===== src/rtl/arp_tx.sv =====
// arp_tx: builds and streams a complete Ethernet II ARP frame, one byte per clock.
// The frame is preamble, SFD, Ethernet header, ARP body, zero padding and FCS,
// followed by an enforced inter-frame gap.
// Ports:
//   arp_tx_clk   - byte clock
//   rstn         - asynchronous active-low reset
//   arp_tx_en    - start request, sampled only while idle
//   arp_tx_type  - 1 = ARP request (op 1), 0 = ARP reply (op 2)
//   des_mac      - target MAC (reply only)
//   des_ip       - target IP
//   arp_tx_valid - arp_tx_data carries a frame byte
//   arp_tx_data  - frame byte
//   arp_tx_busy  - high from accept until the inter-frame gap has elapsed
//   arp_tx_done  - one-cycle pulse with the last FCS byte
module arp_tx #(
  parameter logic [47:0] FPGA_MAC   = 48'h00_11_22_33_44_55,
  parameter logic [31:0] FPGA_IP    = 32'hc0_a8_00_03,
  parameter int unsigned IFG_CYCLES = 12
) (
  input  logic        arp_tx_clk,
  input  logic        rstn,
  input  logic        arp_tx_en,
  input  logic        arp_tx_type,
  input  logic [47:0] des_mac,
  input  logic [31:0] des_ip,
  output logic        arp_tx_valid,
  output logic [7:0]  arp_tx_data,
  output logic        arp_tx_busy,
  output logic        arp_tx_done
);

  localparam int unsigned HDR_W = 336;  // frame bytes 8..49
  localparam int unsigned CNT_W = 7;
  localparam int unsigned IFG_W = (IFG_CYCLES > 1) ? $clog2(IFG_CYCLES) : 1;

  typedef enum logic [2:0] {
    S_IDLE, S_PREAMBLE, S_SFD, S_ETH_HEAD, S_ARP_BODY, S_PAD, S_CRC, S_IFG
  } state_e;

  state_e             state_q, state_d;
  logic [CNT_W-1:0]   cnt_byte_q, cnt_byte_d;
  logic [IFG_W-1:0]   ifg_q, ifg_d;
  logic [31:0]        crc_q, crc_d;
  logic               type_q, type_d;
  logic [47:0]        mac_q, mac_d;
  logic [31:0]        ip_q, ip_d;
  logic               valid_q, valid_d;
  logic [7:0]         data_q, data_d;
  logic               busy_q, busy_d;
  logic               done_q, done_d;

  logic [HDR_W-1:0]   hdr_c;
  logic [5:0]         hdr_idx_c;
  logic [7:0]         hdr_byte_c;

  // Reflected CRC32 (0xEDB88320) update by one byte, LSB first.
  function automatic logic [31:0] crc32_byte(input logic [31:0] crc, input logic [7:0] d);
    logic [31:0] c;
    c = crc ^ {24'h0, d};
    for (int i = 0; i < 8; i++) begin
      c = c[0] ? ((c >> 1) ^ 32'hEDB8_8320) : (c >> 1);
    end
    return c;
  endfunction

  // Header + ARP body from the latched request; byte 8 sits in the top byte.
  always_comb begin
    hdr_c = {type_q ? 48'hFFFF_FFFF_FFFF : mac_q,
             FPGA_MAC, 16'h0806,
             16'h0001, 16'h0800, 8'h06, 8'h04,
             type_q ? 16'h0001 : 16'h0002,
             FPGA_MAC, FPGA_IP,
             type_q ? 48'h0 : mac_q,
             ip_q};
    hdr_idx_c  = 6'(7'd49 - cnt_byte_q);
    hdr_byte_c = 8'(hdr_c >> {hdr_idx_c, 3'b000});
  end

  // State and output registers.
  always_ff @(posedge arp_tx_clk or negedge rstn) begin
    if (!rstn) begin
      state_q    <= S_IDLE;
      cnt_byte_q <= '0;
      ifg_q      <= '0;
      crc_q      <= 32'hFFFF_FFFF;
      type_q     <= 1'b0;
      mac_q      <= '0;
      ip_q       <= '0;
      valid_q    <= 1'b0;
      data_q     <= 8'h00;
      busy_q     <= 1'b0;
      done_q     <= 1'b0;
    end else begin
      state_q    <= state_d;
      cnt_byte_q <= cnt_byte_d;
      ifg_q      <= ifg_d;
      crc_q      <= crc_d;
      type_q     <= type_d;
      mac_q      <= mac_d;
      ip_q       <= ip_d;
      valid_q    <= valid_d;
      data_q     <= data_d;
      busy_q     <= busy_d;
      done_q     <= done_d;
    end
  end

  // Next state: each non-idle state registers byte cnt_byte_q on the next edge.
  always_comb begin
    state_d    = state_q;
    cnt_byte_d = cnt_byte_q;
    ifg_d      = ifg_q;
    crc_d      = crc_q;
    type_d     = type_q;
    mac_d      = mac_q;
    ip_d       = ip_q;
    valid_d    = 1'b0;
    data_d     = 8'h00;
    busy_d     = busy_q;
    done_d     = 1'b0;

    unique case (state_q)
      S_IDLE: begin
        cnt_byte_d = '0;
        if (arp_tx_en) begin
          type_d  = arp_tx_type;
          mac_d   = des_mac;
          ip_d    = des_ip;
          busy_d  = 1'b1;
          state_d = S_PREAMBLE;
        end
      end
      S_PREAMBLE: begin
        valid_d    = 1'b1;
        data_d     = 8'h55;
        cnt_byte_d = cnt_byte_q + 1'b1;
        if (cnt_byte_q == 7'd6) state_d = S_SFD;
      end
      S_SFD: begin
        valid_d    = 1'b1;
        data_d     = 8'hD5;
        crc_d      = 32'hFFFF_FFFF;
        cnt_byte_d = cnt_byte_q + 1'b1;
        state_d    = S_ETH_HEAD;
      end
      S_ETH_HEAD, S_ARP_BODY: begin
        valid_d    = 1'b1;
        data_d     = hdr_byte_c;
        crc_d      = crc32_byte(crc_q, hdr_byte_c);
        cnt_byte_d = cnt_byte_q + 1'b1;
        if (state_q == S_ETH_HEAD && cnt_byte_q == 7'd21) state_d = S_ARP_BODY;
        if (state_q == S_ARP_BODY && cnt_byte_q == 7'd49) state_d = S_PAD;
      end
      S_PAD: begin
        valid_d    = 1'b1;
        data_d     = 8'h00;
        crc_d      = crc32_byte(crc_q, 8'h00);
        cnt_byte_d = cnt_byte_q + 1'b1;
        if (cnt_byte_q == 7'd67) state_d = S_CRC;
      end
      S_CRC: begin
        // FCS goes out inverted, least-significant byte first (byte 68 = bits 7:0).
        valid_d = 1'b1;
        data_d  = 8'(~crc_q >> {cnt_byte_q[1:0], 3'b000});
        if (cnt_byte_q == 7'd71) begin
          done_d  = 1'b1;
          ifg_d   = '0;
          state_d = S_IFG;
        end else begin
          cnt_byte_d = cnt_byte_q + 1'b1;
        end
      end
      S_IFG: begin
        ifg_d = ifg_q + 1'b1;
        if (ifg_q == IFG_W'(IFG_CYCLES - 1)) begin
          busy_d  = 1'b0;
          state_d = S_IDLE;
        end
      end
      default: state_d = S_IDLE;
    endcase
  end

  assign arp_tx_valid = valid_q;
  assign arp_tx_data  = data_q;
  assign arp_tx_busy  = busy_q;
  assign arp_tx_done  = done_q;

endmodule

===== config.mk =====
export PLATFORM = sky130hd
export DESIGN_NAME = arp_tx
export DESIGN_NICKNAME = d
export VERILOG_FILES = /design/src/rtl/arp_tx.sv
export SDC_FILE = /design/constraint.sdc
export NUM_CORES = 1
export LEC_CHECK = 0
export ABC_AREA = 1
export CORE_MARGIN = 3
export CORE_UTILIZATION = 53
export DETAILED_ROUTE_END_ITERATION = 7
export PLACE_DENSITY = 0.74
export SETUP_SLACK_MARGIN = 0.4
export SLEW_MARGIN = 20
export SYNTH_ARGS = -nofsm -noshare
export SYNTH_HDL_FRONTEND = slang
export SYNTH_SLANG_ARGS = --single-unit
export TNS_END_PERCENT = 1

===== constraint.sdc =====
create_clock -name arp_tx_clk -period 3.3 [get_ports arp_tx_clk]
set_input_delay 0.825 -clock arp_tx_clk [delete_from_list [all_inputs] [get_ports arp_tx_clk]]
set_output_delay 0.825 -clock arp_tx_clk [all_outputs]
set_load 0.01 [all_outputs]

---- Word-level counts from Yosys, hierarchy flattened ----
Cells that the tools add are included.
word-level totals
  register bits after elaboration ......... 138
  word-level logic and storage cells ...... 108
  bits of input ports ..................... 84
cells by class
  muxes and demuxes ....................... 39
  add/subtract/negate cells ............... 3
  eq/ne operators ......................... 20
  reductions and logical operators ........ 15
  shift operators ......................... 2
  bitwise operators ....................... 18
operator list
  kind                                           number
  two-way mux 32 bit                             16
  >> shifter 336 x 9 -> 8 bit                    1
  inverter 13 -> 14 bit                          16
  two-way mux 48 bit                             2
  case mux 32 bit (3 select lines)               1
  inverter 32 bit                                1
  case mux 8 bit (4 select lines)                1
  >> shifter 32 x 5 -> 8 bit                     1
  bitwise XOR 32 x 8 -> 32 bit                   1
  two-way mux 3 bit                              7
  case mux 3 bit (7 select lines)                1
  case mux 7 bit (3 select lines)                1
  == test 7 bit, second input constant           2
  == test 3 bit, second input constant           4
  inequality test 2 bit, second input constant   6
  case mux 4 bit (2 select lines)                1
  adder 7 x 1 -> 7 bit, second input constant    1
  == test 7 x 3 -> 1 bit, second input constant  1
  == test 7 x 5 -> 1 bit, second input constant  1
  == test 7 x 6 -> 1 bit, second input constant  1
  two-way mux 7 bit                              1
  == test 3 x 2 -> 1 bit, second input constant  2
  AND reduction 2 bit                            3
  AND reduction 6 bit                            1
  17 further kinds                               24

---- Longest topological paths before layout ----
Gate-level depths: netlist of the first run.
  depth after elaboration ................. 20
  depth in mapped cells ................... 25

---- Worst setup path before layout of the first run ----
No wires, ideal clock.
  path type ............................... register -> register
  from .................................... reg cnt_byte_q[1]
  to ...................................... reg crc_q[19]
  data required time ...................... 3.227 ns
  data arrival time ....................... 2.982 ns
  cell stages (with the launch flop) ...... 22
  period minus slack after synthesis ...... 3.055 ns
  slack ................................... 0.245 ns
  setup time .............................. 0.073 ns
  cells stage by stage .................... dfrtp_1 > inv_2 > buf_6 > buf_2 > ha_1 > ha_1 > clkbuf_1 > a21oi_1 > nand2_1 > a31oi_1 > nand2_2 > nand2_4 > nand2_1 > nand2_2 > nand2_1 > nand2_4 > nand2_1 > nand2_1 > nand2_1 > nand3_1 > nand3_1 > a21oi_1
between the ends
  word-level cells in the longest chain between the ends .. 17
  elaborated cells on any way between the ends .. 19
  classes of those cells .................. add/sub (1); shift (1); mux (9); bitwise (8)
ends and longest elaborated chain
  element                                 RTL line  text
  start: declaration                      41        logic [CNT_W-1:0] cnt_byte_q, cnt_byte_d;
  start signal: assignment                95        cnt_byte_q <= cnt_byte_d;
  subtractor 6 bit *                      75        hdr_idx_c = 6'(7'd49 - cnt_byte_q);
  >> shifter 336 x 9 -> 8 bit *           76        hdr_byte_c = 8'(hdr_c >> {hdr_idx_c, 3'b000});
  bitwise XOR 32 x 8 -> 32 bit *          59        c = crc ^ {24'h0, d};
  two-way mux 32 bit * (2 in a row)       61        c = c[0] ? ((c >> 1) ^ 32'hEDB8_8320) : (c >> 1);
  inverter 13 -> 14 bit (no source line)  -
  two-way mux 32 bit *                    61
  inverter 13 -> 14 bit (no source line)  -
  two-way mux 32 bit * (2 in a row)       61
  inverter 13 -> 14 bit (no source line)  -
  two-way mux 32 bit *                    61
  inverter 13 -> 14 bit (no source line)  -
  two-way mux 32 bit *                    61
  inverter 13 -> 14 bit (no source line)  -
  two-way mux 32 bit *                    61
  case mux 32 bit (3 select lines) *      122       unique case (state_q)
  end signal: assignment                  97        crc_q <= crc_d;
  end: declaration                        43        logic [31:0] crc_q, crc_d;
Mark *: on every way between the ends. The rest lies on a longest branch, timed or not.
A chain may end at the register's enable or synchronous reset.

---- Worst setup path in the final report of the first run ----
  from .................................... reg cnt_byte_q[2]
  to ...................................... reg crc_q[14]
between the ends
  word-level cells in the longest chain between the ends .. 15
  elaborated cells on any way between the ends .. 16
  classes of those cells .................. add/sub (1); shift (1); mux (9); bitwise (5)
ends and longest elaborated chain
  element                                 RTL line
  subtractor 6 bit *                      75
  >> shifter 336 x 9 -> 8 bit *           76
  bitwise XOR 32 x 8 -> 32 bit *          59
  two-way mux 32 bit *                    61
  inverter 13 -> 14 bit (no source line)  -
  two-way mux 32 bit *                    61
  inverter 13 -> 14 bit (no source line)  -
  two-way mux 32 bit * (4 in a row)       61
  inverter 13 -> 14 bit (no source line)  -
  two-way mux 32 bit * (2 in a row)       61
  case mux 32 bit (3 select lines) *      122
Marks and branches as above.

==> flow_summary.json, run 1 <==
{
  "floorplan.rows": 48,
  "final.setup.tns_ps": 0,
  "slowest_delay_ps": 370,
  "seq_area_sq_mm": 0.003496,
  "synthesis.nets": 1390,
  "cts_tree": "built",
  "synth_top_area_frac": 0.2808,
  "swShare": 0.2438,
  "vias": 9569,
  "clkPwrFrac": 0.514,
  "crit_chain": "inv_2, ha_4, clkinvlp_4, buf_12, nor2_1, nand3_1, nand2_1, nand2_1, nand2_2, nand2_2, nand2_4, buf_4, xor2_2, xor2_2, inv_1, nand2_1, nand3_1, a22oi_1",
  "cp_max_fo": 7,
  "rsz0062_at_grt": "true",
  "die_h_um": 139.5,
  "cts_buffers": 17,
  "cp_common_cell": "nand2_1",
  "drt_iter0_drc": 1156,
  "crit_type": "flip-flop to flip-flop",
  "p_switching_w": 0.0009193,
  "synthTopCellsByArea": "dfrtp_1 28%, nand2_1 15%, dfstp_2 8.9%",
  "violations": "DRC",
  "crit_slowest_cell": "dfrtp_1",
  "p_total_w": 0.003770,
  "antenna_found_initial": 0,
  "synth-edff-count": 0,
  "ys.flop_type": "dfrtp_1",
  "seqPwrFrac": 0.449,
  "clock-sinks": 138,
  "num_antenna_cells": 0,
  "synthTopCellsByCount": "377 x nand2_1, 114 x inv_1, 114 x nand3_1",
  "clk_pin_slew_ps": 70,
  "setup-violations-final": 0,
  "min_period_ps": 2894,
  "synth_area_sq_mm": 0.009447,
  "synth.distinct_cells": 46,
  "clock-root-buffer": "clkbuf_16",
  "slew_viol_final": 0,
  "p_leak_nw": 5.959,
  "place_congestion": 1.002,
  "synth_top_area_cell": "dfrtp_1",
  "hold_ws_ps": 365.8,
  "hp-class": "input port to async pin",
  "cp.buffers_inverters": 5,
  "cp-end-kind": "flip-flop",
  "drt_wl_total_um": 31960,
  "clk_latency_ps": 430,
  "cts_hold_buf": 0,
  "syn_to_final_growth_pct": 29.31,
  "p_int_w": 0.002851,
  "drtAntennaViolNets": 0,
  "fmax_mhz": 345.5,
  "ys.warnings.count": 0,
  "syn_inst": 1295,
  "drc": 1,
  "initial_core_util": 0.5443,
  "maxSlewHeadroom": 0.4492,
  "grt_first_pass_wirelength_um": 49530,
  "timing.final.crit_share": 0.8770,
  "grtUsageTotal": 0.3230,
  "layout-drive-gt1-share": 0.2402,
  "ys_seq_elements": 138,
  "ys_async_sr_fraction": 1.000,
  "yosysMostFrequentCell": "nand2_1",
  "multi_input_area_sq_mm": 0.005648,
  "grt_pass1_vias": 9161,
  "worstPathArrival_ps": 3240,
  "p_per_area_mw_per_mm2": 308.6,
  "htreeDepth": 4,
  "synth_seq_area_share": 0.3698,
  "synth.avg_cell_area_sq_um": 7.295,
  "fin_skew_ps": 6.947,
  "max-cap-violations": 0,
  "pin_count": 95,
  "io_buffers": 94,
  "finalHoldViolCount": 0,
  "die-width_um": 139.5,
  "layout_setup_ws_ps": 405.8,
  "wl_per_cell_um": 19.09,
  "die_area_sq_mm": 0.01946,
  "path_delay_family": "simple AND/OR/NAND/NOR gates",
  "ir_drop_v": 0.0003486,
  "clockBufferDepth": 2,
  "combPwrFrac": 0.037,
  "coreArea_sq_mm": 0.01736,
  "outcome": "complete, but fails checks",
  "final_area_sq_mm": 0.01222,
  "vias_per_cell": 5.716,
  "grt-ovfl-total": 0,
  "start_kind": "flip-flop",
  "worst_pin_slew_ps": 815.8,
  "dpl_cell_area_sq_mm": 0.01081,
  "pre_cts_slack_ps": 155.0,
  "crit_required_ps": 3650,
  "fin_nets": 1531,
  "hpwl_um": 22750,
  "grt_max_degree": 60,
  "first_pass_iters": 7,
  "n_fill_cell": 1406
}
==> final cells by class <==
cell class | instances | share of cell area
Clock buffer | 17 | 0.03483
Clock inverter | 15 | 0.01311
Inverter | 126 | 0.04036
Multi-Input combinational cell | 976 | 0.4624
Sequential cell | 138 | 0.2862
Tap cell | 225 | 0.02305
Timing Repair Buffer | 176 | 0.1395
Timing Repair inverter | 1 | 0.0006146
==> power groups by stage <==
stage                       logic [W]  registers (W)  clock network, W
after floorplan           0.000000930        0.00172                 0
final                        0.000140        0.00169           0.00194
after global routing         0.000153        0.00169           0.00204
after global placement       0.000141        0.00172                 0
after CTS                    0.000143        0.00169           0.00195
after detailed placement     0.000142        0.00172                 0
==> placed cells by master, fill, tap and decap left out, types with 11 or more instances in the layout <==
cell / count
o211ai_1: 11
a21oi_1: 61
xnor2_1: 23
mux2_2: 59
inv_1: 109
nand2_2: 51
a31oi_1: 11
nand2_4: 17
clkbuf_16: 18
nand2_1: 326
xor2_1: 41
dfstp_2: 32
nor2_1: 103
clkdlybuf4s50_1: 93
buf_4: 64
dfrtp_1: 104
nand3_1: 106
o21ai_0: 57
==> layer usage <==
layer | track usage | share of wire
met1 | 0.4255 | 0.40
met2 | 0.5260 | 0.47
met3 | 0.06014 | 0.084
met4 | 0.1339 | 0.046
met5 | 0 | 0
==> what timing repair did <==
| item | CTS | global route |
|---|---|---|
| gates resized for setup | 18 | 116 |
| pin swaps | 8 | 37 |
| setup buffers | 18 | 20 |
| gates cloned | 0 | 2 |
| endpoints found under the setup margin | 20 | 28 |
==> state kept, by name, indices dropped and copies added (netlist names) <==
name	count
arp_tx_valid	1
mac_q	48
crc_q	32
type_q	1
ifg_q	4
state_q	3
cnt_byte_q	7
arp_tx_data	8
arp_tx_busy	1
ip_q	32
arp_tx_done	1
==> path summary, 6_finish.rpt <==
path,from,endpoint,slack (ps),cells past startpoint
max reg2reg,cnt_byte_q[2],crc_q[14],410,18
max,cnt_byte_q[2],crc_q[14],410,18
min reg2reg,ip_q[9],ip_q[9],510,1
min,rstn,ifg_q[2],370,1
min in group arp_tx_clk,ip_q[9],ip_q[9],510,1
max in group asynchronous,rstn,mac_q[16],2180,2
==> logic make-up after synthesis <==
| group | Yosys count | share of synthesized area |
|---|---|---|
| xor+xnor | 72 | 0.06834 |
| flops | 138 | 0.3698 |
| buf+inv | 181 | 0.08132 |
| fa+ha+maj | 11 | 0.01457 |
| mux | 59 | 0.07033 |
| simple gates | 647 | 0.2849 |
| compound gates | 187 | 0.1107 |
==> through the flow <==
| step | util | instances |
|---|---|---|
| finish | 0.7038 | 1674 |
| global route | 0.7038 | 1674 |
| CTS | 0.6686 | 1652 |
| detailed placement | 0.6228 | 1602 |
| global placement | 0.6228 | 1602 |
| floorplan | - | 1295 |
(Power assumes the default switching activity.)
==> run 2, diff against run 1 <==
--- a/config.mk
+++ b/config.mk
@@ -7,9 +7,9 @@
 export LEC_CHECK = 0
 export ABC_AREA = 1
 export CORE_MARGIN = 3
-export CORE_UTILIZATION = 53
+export CORE_UTILIZATION = 30
 export DETAILED_ROUTE_END_ITERATION = 7
-export PLACE_DENSITY = 0.74
+export PLACE_DENSITY = 0.45
 export SETUP_SLACK_MARGIN = 0.4
 export SLEW_MARGIN = 20
 export SYNTH_ARGS = -nofsm -noshare
==> run 2 against run 1 <==
- the run now ends clean
- via count shrank 4.1%
- sequential share of layout area shrank 0.53 points
- critical path depth is the same
- non-clock buffer count shrank 4
- final cell count grew 9.9%
- utilization shrank 30 points
- combinational power grew 4%
- count of clock-buffer cells in the layout grew 2
- first-iteration DRC count shrank 43%
==> flow_summary.json, run 2 (synthesis results as in run 1) <==
{
  "clock-sinks": 138,
  "wl_met1_um": 16530,
  "clk_pin_slew_ps": 70,
  "swShare": 0.2406,
  "initial_core_util": 0.3064,
  "grt-ovfl-total": 0,
  "die-width_um": 183.5,
  "hp-class": "input port to async pin",
  "setup-violations-final": 0,
  "hold_ws_ps": 396.7,
  "drc": 0,
  "worstPathArrival_ps": 3180,
  "grt_first_pass_wirelength_um": 53660,
  "cts_buffers": 17,
  "fmax_mhz": 353.8,
  "combPwrFrac": 0.038,
  "antenna_found_initial": 0,
  "top_register": "mac_q",
  "floorplan.rows": 64,
  "ir_drop_v": 0.0003166,
  "drt_iter0_drc": 660,
  "crit_chain": "inv_2, ha_4, clkinvlp_4, buf_6, a21oi_4, nand2_1, a31oi_2, nand2_2, nand2_4, nand2_1, nand2_2, nand2_2, nand2_4, nand2_2, nand2_4, buf_4, nand2_1, a32oi_1",
  "p_int_w": 0.002860,
  "wl_per_cell_um": 19.01,
  "grtUsageTotal": 0.2080,
  "htreeDepth": 4,
  "critPathLaunch": "cnt_byte_q[2]",
  "cp_max_fo": 6,
  "dr_wl_met2_um": 15820,
  "timing.final.crit_share": 0.8565,
  "slowest_delay_ps": 380,
  "grt_pass1_vias": 9007,
  "cts_tree": "built",
  "met3WireLength_um": 1911,
  "reg.largest.list": "mac_q x48, crc_q x32, ip_q x32",
  "drtAntennaViolNets": 0,
  "vias_per_cell": 4.986,
  "pre_cts_slack_ps": 104.9,
  "syn_to_final_growth_pct": 31.80,
  "rsz0062_at_grt": "true",
  "layout_setup_ws_ps": 473.5,
  "seqPwrFrac": 0.450,
  "clockBufferDepth": 2,
  "fin_nets": 1526,
  "io_buffers": 94,
  "place_congestion": 0.9129,
  "path_delay_family": "simple AND/OR/NAND/NOR gates",
  "crit_type": "flip-flop to flip-flop",
  "p_switching_w": 0.0009062,
  "p_leak_nw": 5.967,
  "cp_common_cell": "nand2_2",
  "cp.buffers_inverters": 4,
  "clkPwrFrac": 0.512,
  "start_kind": "flip-flop",
  "crit_required_ps": 3650,
  "slew_viol_final": 0,
  "cp-end-kind": "flip-flop",
  "clk_latency_ps": 440,
  "cts_hold_buf": 0,
  "grt_max_degree": 67,
  "reg2reg_from": "cnt_byte_q[2]",
  "largest_reg_flops": 48,
  "min_period_ps": 2827,
  "max-cap-violations": 0,
  "first_pass_iters": 5,
  "final.setup.tns_ps": 0,
  "maxSlewHeadroom": 0.4727,
  "hpwl_um": 25510,
  "coreArea_sq_mm": 0.03083,
  "die_area_sq_mm": 0.03365,
  "finalHoldViolCount": 0,
  "num_antenna_cells": 0,
  "vias": 9174,
  "crit_slowest_cell": "dfrtp_1",
  "p_per_area_mw_per_mm2": 302.5,
  "layout_common_cells": "325 x nand2_1, 110 x inv_1, 107 x nand3_1",
  "top_layer": "met4",
  "worst_pin_slew_ps": 781.1,
  "drt_wl_total_um": 34980,
  "fin_skew_ps": 13.15,
  "final_common_cell": "nand2_1",
  "layout-drive-gt1-share": 0.2375,
  "outcome": "completed",
  "clock-root-buffer": "clkbuf_16",
  "pin_count": 95,
  "die_h_um": 183.5
}
==> run 2: power by group through the flow <==
stage	combinational, W	sequential (W)	clock [W]
6_report	0.000145	0.00169	0.00193
5_1_grt	0.000159	0.00169	0.00205
4_1_cts	0.000149	0.00169	0.00197
3_5_place_dp	0.000149	0.00172	0
3_3_place_gp	0.000150	0.00172	0
2_1_floorplan	0.000000930	0.00172	0
==> run 2: final cells by class <==
cell class / instances / area (sq um)
fillers: 3210 / 18380
multi-input cells: 976 / 5685
flip-flops and latches: 138 / 3497
repair buffers: 172 / 1705
well taps: 396 / 495.5
inverters: 126 / 494.2
clock buffers: 19 / 442.9
clock inverters: 13 / 130.1
==> run 2: worst register-to-register path, delay by kind of cell, from the launching register on <==
family                     cells  cell delay (ps)
and+or+nand+nor               10              950
DFF                            1              380
buffers and inverters          4              590
adders and majority gates      1              300
AOI/OAI and AO/OA              3              510
==> run 2: layer usage <==
layer	GRT usage	vias up
li1	-	4466
met1	0.2942	4365
met2	0.3293	293
met3	0.03502	50
met4	0.05789	0
met5	0	-
==> run 2: final timing paths <==
kind	to	slack, ps	cells after the start
setup / recovery	crc_q[30]	470	18
hold / removal	ifg_q[2]	400	1
setup reg to reg	crc_q[30]	470	18
hold reg to reg	mac_q[22]	510	1
max in group asynchronous	ip_q[29]	2220	2
min in group arp_tx_clk	mac_q[22]	510	1
==> run 2: what timing repair did <==
action | in CTS | in global routing
hold endpoints to repair | 0 | 0
resized for setup | 17 | 119
endpoints found under the setup margin | 23 | 24
pin swaps | 1 | 35
setup buffers | 4 | 26
cloned | 0 | 3
==> run 2: through the flow <==
stage | utilization | instance area (sq um) | power (W) | std cells
2_1_floorplan | - | 9477 | 0.001725 | 1295
3_3_place_gp | 0.3589 | 11060 | 0.001874 | 1775
3_5_place_dp | 0.3589 | 11060 | 0.001873 | 1775
4_1_cts | 0.3802 | 11720 | 0.003817 | 1811
5_1_grt | 0.4039 | 12450 | 0.003901 | 1840
6_report | 0.4039 | 12450 | 0.003766 | 1840
==> run 3, diff against run 2 <==
--- a/config.mk
+++ b/config.mk
@@ -6,6 +6,7 @@
 export NUM_CORES = 1
 export LEC_CHECK = 0
 export ABC_AREA = 1
+export CAP_MARGIN = 40
 export CORE_MARGIN = 3
 export CORE_UTILIZATION = 30
 export DETAILED_ROUTE_END_ITERATION = 7
==> run 3 against run 2 <==
- utilization fell by 1.1 points
- global-route usage did not move
- via count fell by 1.4%
- critical path type unchanged
- critical endpoint is now crc_q[20]
- largest power group unchanged
==> flow_summary.json, run 3 (synthesis results as in run 1) <==
{
  "grt_pass1_vias": 9007,
  "clock-root-buffer": "clkbuf_16",
  "rsz0062_at_grt": "true",
  "pin_count": 95,
  "grt_use_met2": 0.3293,
  "die_area_sq_mm": 0.03365,
  "setup-violations-final": 0,
  "hpwl_um": 25510,
  "final_common_cell": "nand2_1",
  "hp-class": "input port to async pin",
  "fin_skew_ps": 15.73,
  "io_buffers": 94,
  "layout-drive-gt1-share": 0.2043,
  "clockBufferDepth": 2,
  "grt_first_pass_wirelength_um": 53660,
  "grt-ovfl-total": 0,
  "crit_required_ps": 3660,
  "vias": 9049,
  "drtAntennaViolNets": 0,
  "top_usage_layer": "met2",
  "die-width_um": 183.5,
  "cp_max_fo": 15,
  "outcome": "completed",
  "start_kind": "flip-flop",
  "p_leak_nw": 5.836,
  "ir_drop_v": 0.0003516,
  "vias_per_cell": 4.958,
  "drt_wl_total_um": 34150,
  "p_per_area_mw_per_mm2": 310.9,
  "initial_core_util": 0.3064,
  "min_period_ps": 2756,
  "clk_pin_slew_ps": 70,
  "cts_hold_buf": 0,
  "coreArea_sq_mm": 0.03083,
  "largest_reg_flops": 48,
  "grtUsageTotal": 0.2080,
  "reg.largest.list": "mac_q x48, crc_q x32, ip_q x32",
  "drt_iter0_drc": 589,
  "clock-sinks": 138,
  "place_congestion": 0.9129,
  "hold_ws_ps": 392.3,
  "htreeDepth": 4,
  "cts_buffers": 17,
  "num_antenna_cells": 0,
  "fmax_mhz": 362.9,
  "grt_max_degree": 67,
  "first_pass_iters": 6,
  "crit_type": "flip-flop to flip-flop",
  "clk_latency_ps": 450,
  "drc": 0,
  "antenna_found_initial": 0,
  "worst_pin_slew_ps": 728.0,
  "fin_nets": 1511,
  "max-cap-violations": 0,
  "maxSlewHeadroom": 0.5146,
  "n_fill_cell": 3251,
  "top_register": "mac_q",
  "die_h_um": 183.5,
  "cts_tree": "built",
  "grt_use_met1": 0.2942,
  "reg2reg_from": "cnt_byte_q[2]",
  "use_met3": 0.03502,
  "critPathLaunch": "cnt_byte_q[2]",
  "worstPathArrival_ps": 3120,
  "cp-end-kind": "flip-flop",
  "timing.final.crit_share": 0.8350,
  "floorplan.rows": 64,
  "finalHoldViolCount": 0,
  "layout_common_cells": "346 x nand2_1, 111 x nand3_1, 110 x inv_1",
  "final.setup.tns_ps": 0,
  "syn_to_final_growth_pct": 28.12,
  "slew_viol_final": 0,
  "wl_per_cell_um": 18.71
}
## run 3: cell types whose count changed in the layout (fill, tap and decap cells not counted), moves of 5 or more
cell,delta
nand2_1,+21
nand2_2,-16
buf_4,-11
nand2_4,-5
## run 3: worst paths after layout
path                       depth (start not counted)         to  slack [ps]
max                                               21  crc_q[20]         540
min                                                1   ifg_q[2]         390
max reg2reg                                       21  crc_q[20]         540
min reg2reg                                        1  mac_q[22]         510
max in group asynchronous                          2   ip_q[29]        2230
min in group arp_tx_clk                            1  mac_q[22]         510
## run 3: area by class of cell
| type | instances | area [sq um] | share of cell area |
|---|---|---|---|
| Clock buffer | 19 | 442.9 | 0.03660 |
| Clock inverter | 13 | 130.1 | 0.01075 |
| Sequential cell | 138 | 3497 | 0.2889 |
| Tap cell | 396 | 495.5 | 0.04094 |
| Multi-Input combinational cell | 976 | 5512 | 0.4554 |
| Inverter | 126 | 484.2 | 0.04001 |
| Timing Repair Buffer | 157 | 1541 | 0.1274 |
## run 3: worst max-delay path: stages (launching register included)
cell,delay (ps)
dfrtp_1,380
inv_2,80
ha_4,300
clkinvlp_4,130
buf_12,180
nor2_1,100
nand3_1,90
nand2_2,80
nand2_1,50
nand2_1,90
nand2_2,80
nand2_1,90
nand2_1,90
nand2_4,130
buf_4,140
xor2_1,180
inv_1,60
nand2_1,80
nand2_1,60
nand2_1,60
nand3_1,70
a21oi_1,140
## run 3: where the power goes
group	switching, W	leakage, nW	internal [W]
registers	0	1.62	0.00169
clock network	0.000850	0.274	0.00108
logic	0.0000536	3.94	0.0000909
## run 3: through the flow
stage / area [sq um] / std cells / setup slack (ps) / power (W) / util
6_report: 12100 / 1825 / 544.3 / 0.003763 / 0.3926
3_5_place_dp: 11060 / 1775 / 104.9 / 0.001873 / 0.3589
4_1_cts: 11720 / 1811 / 396.7 / 0.003817 / 0.3802
5_1_grt: 12100 / 1825 / 355.6 / 0.003904 / 0.3926
2_1_floorplan: 9477 / 1295 / 437.3 / 0.001725 / -
3_3_place_gp: 11060 / 1775 / 138.4 / 0.001874 / 0.3589
## run 3: what timing repair did
item / 4_1_cts / 5_1_grt
endpoints found under the setup margin: 23 / 24
hold endpoints to repair: 0 / 0
resized for setup: 17 / 69
buffers inserted: 4 / 13
pin swaps: 1 / 12
## run 3: layer usage
metal | vias to the layer above | wire length [um]
li1 | 4436 | -
met5 | - | 0
met3 | 44 | 1692
met1 | 4309 | 16420
met2 | 260 | 15410
met4 | 0 | 626
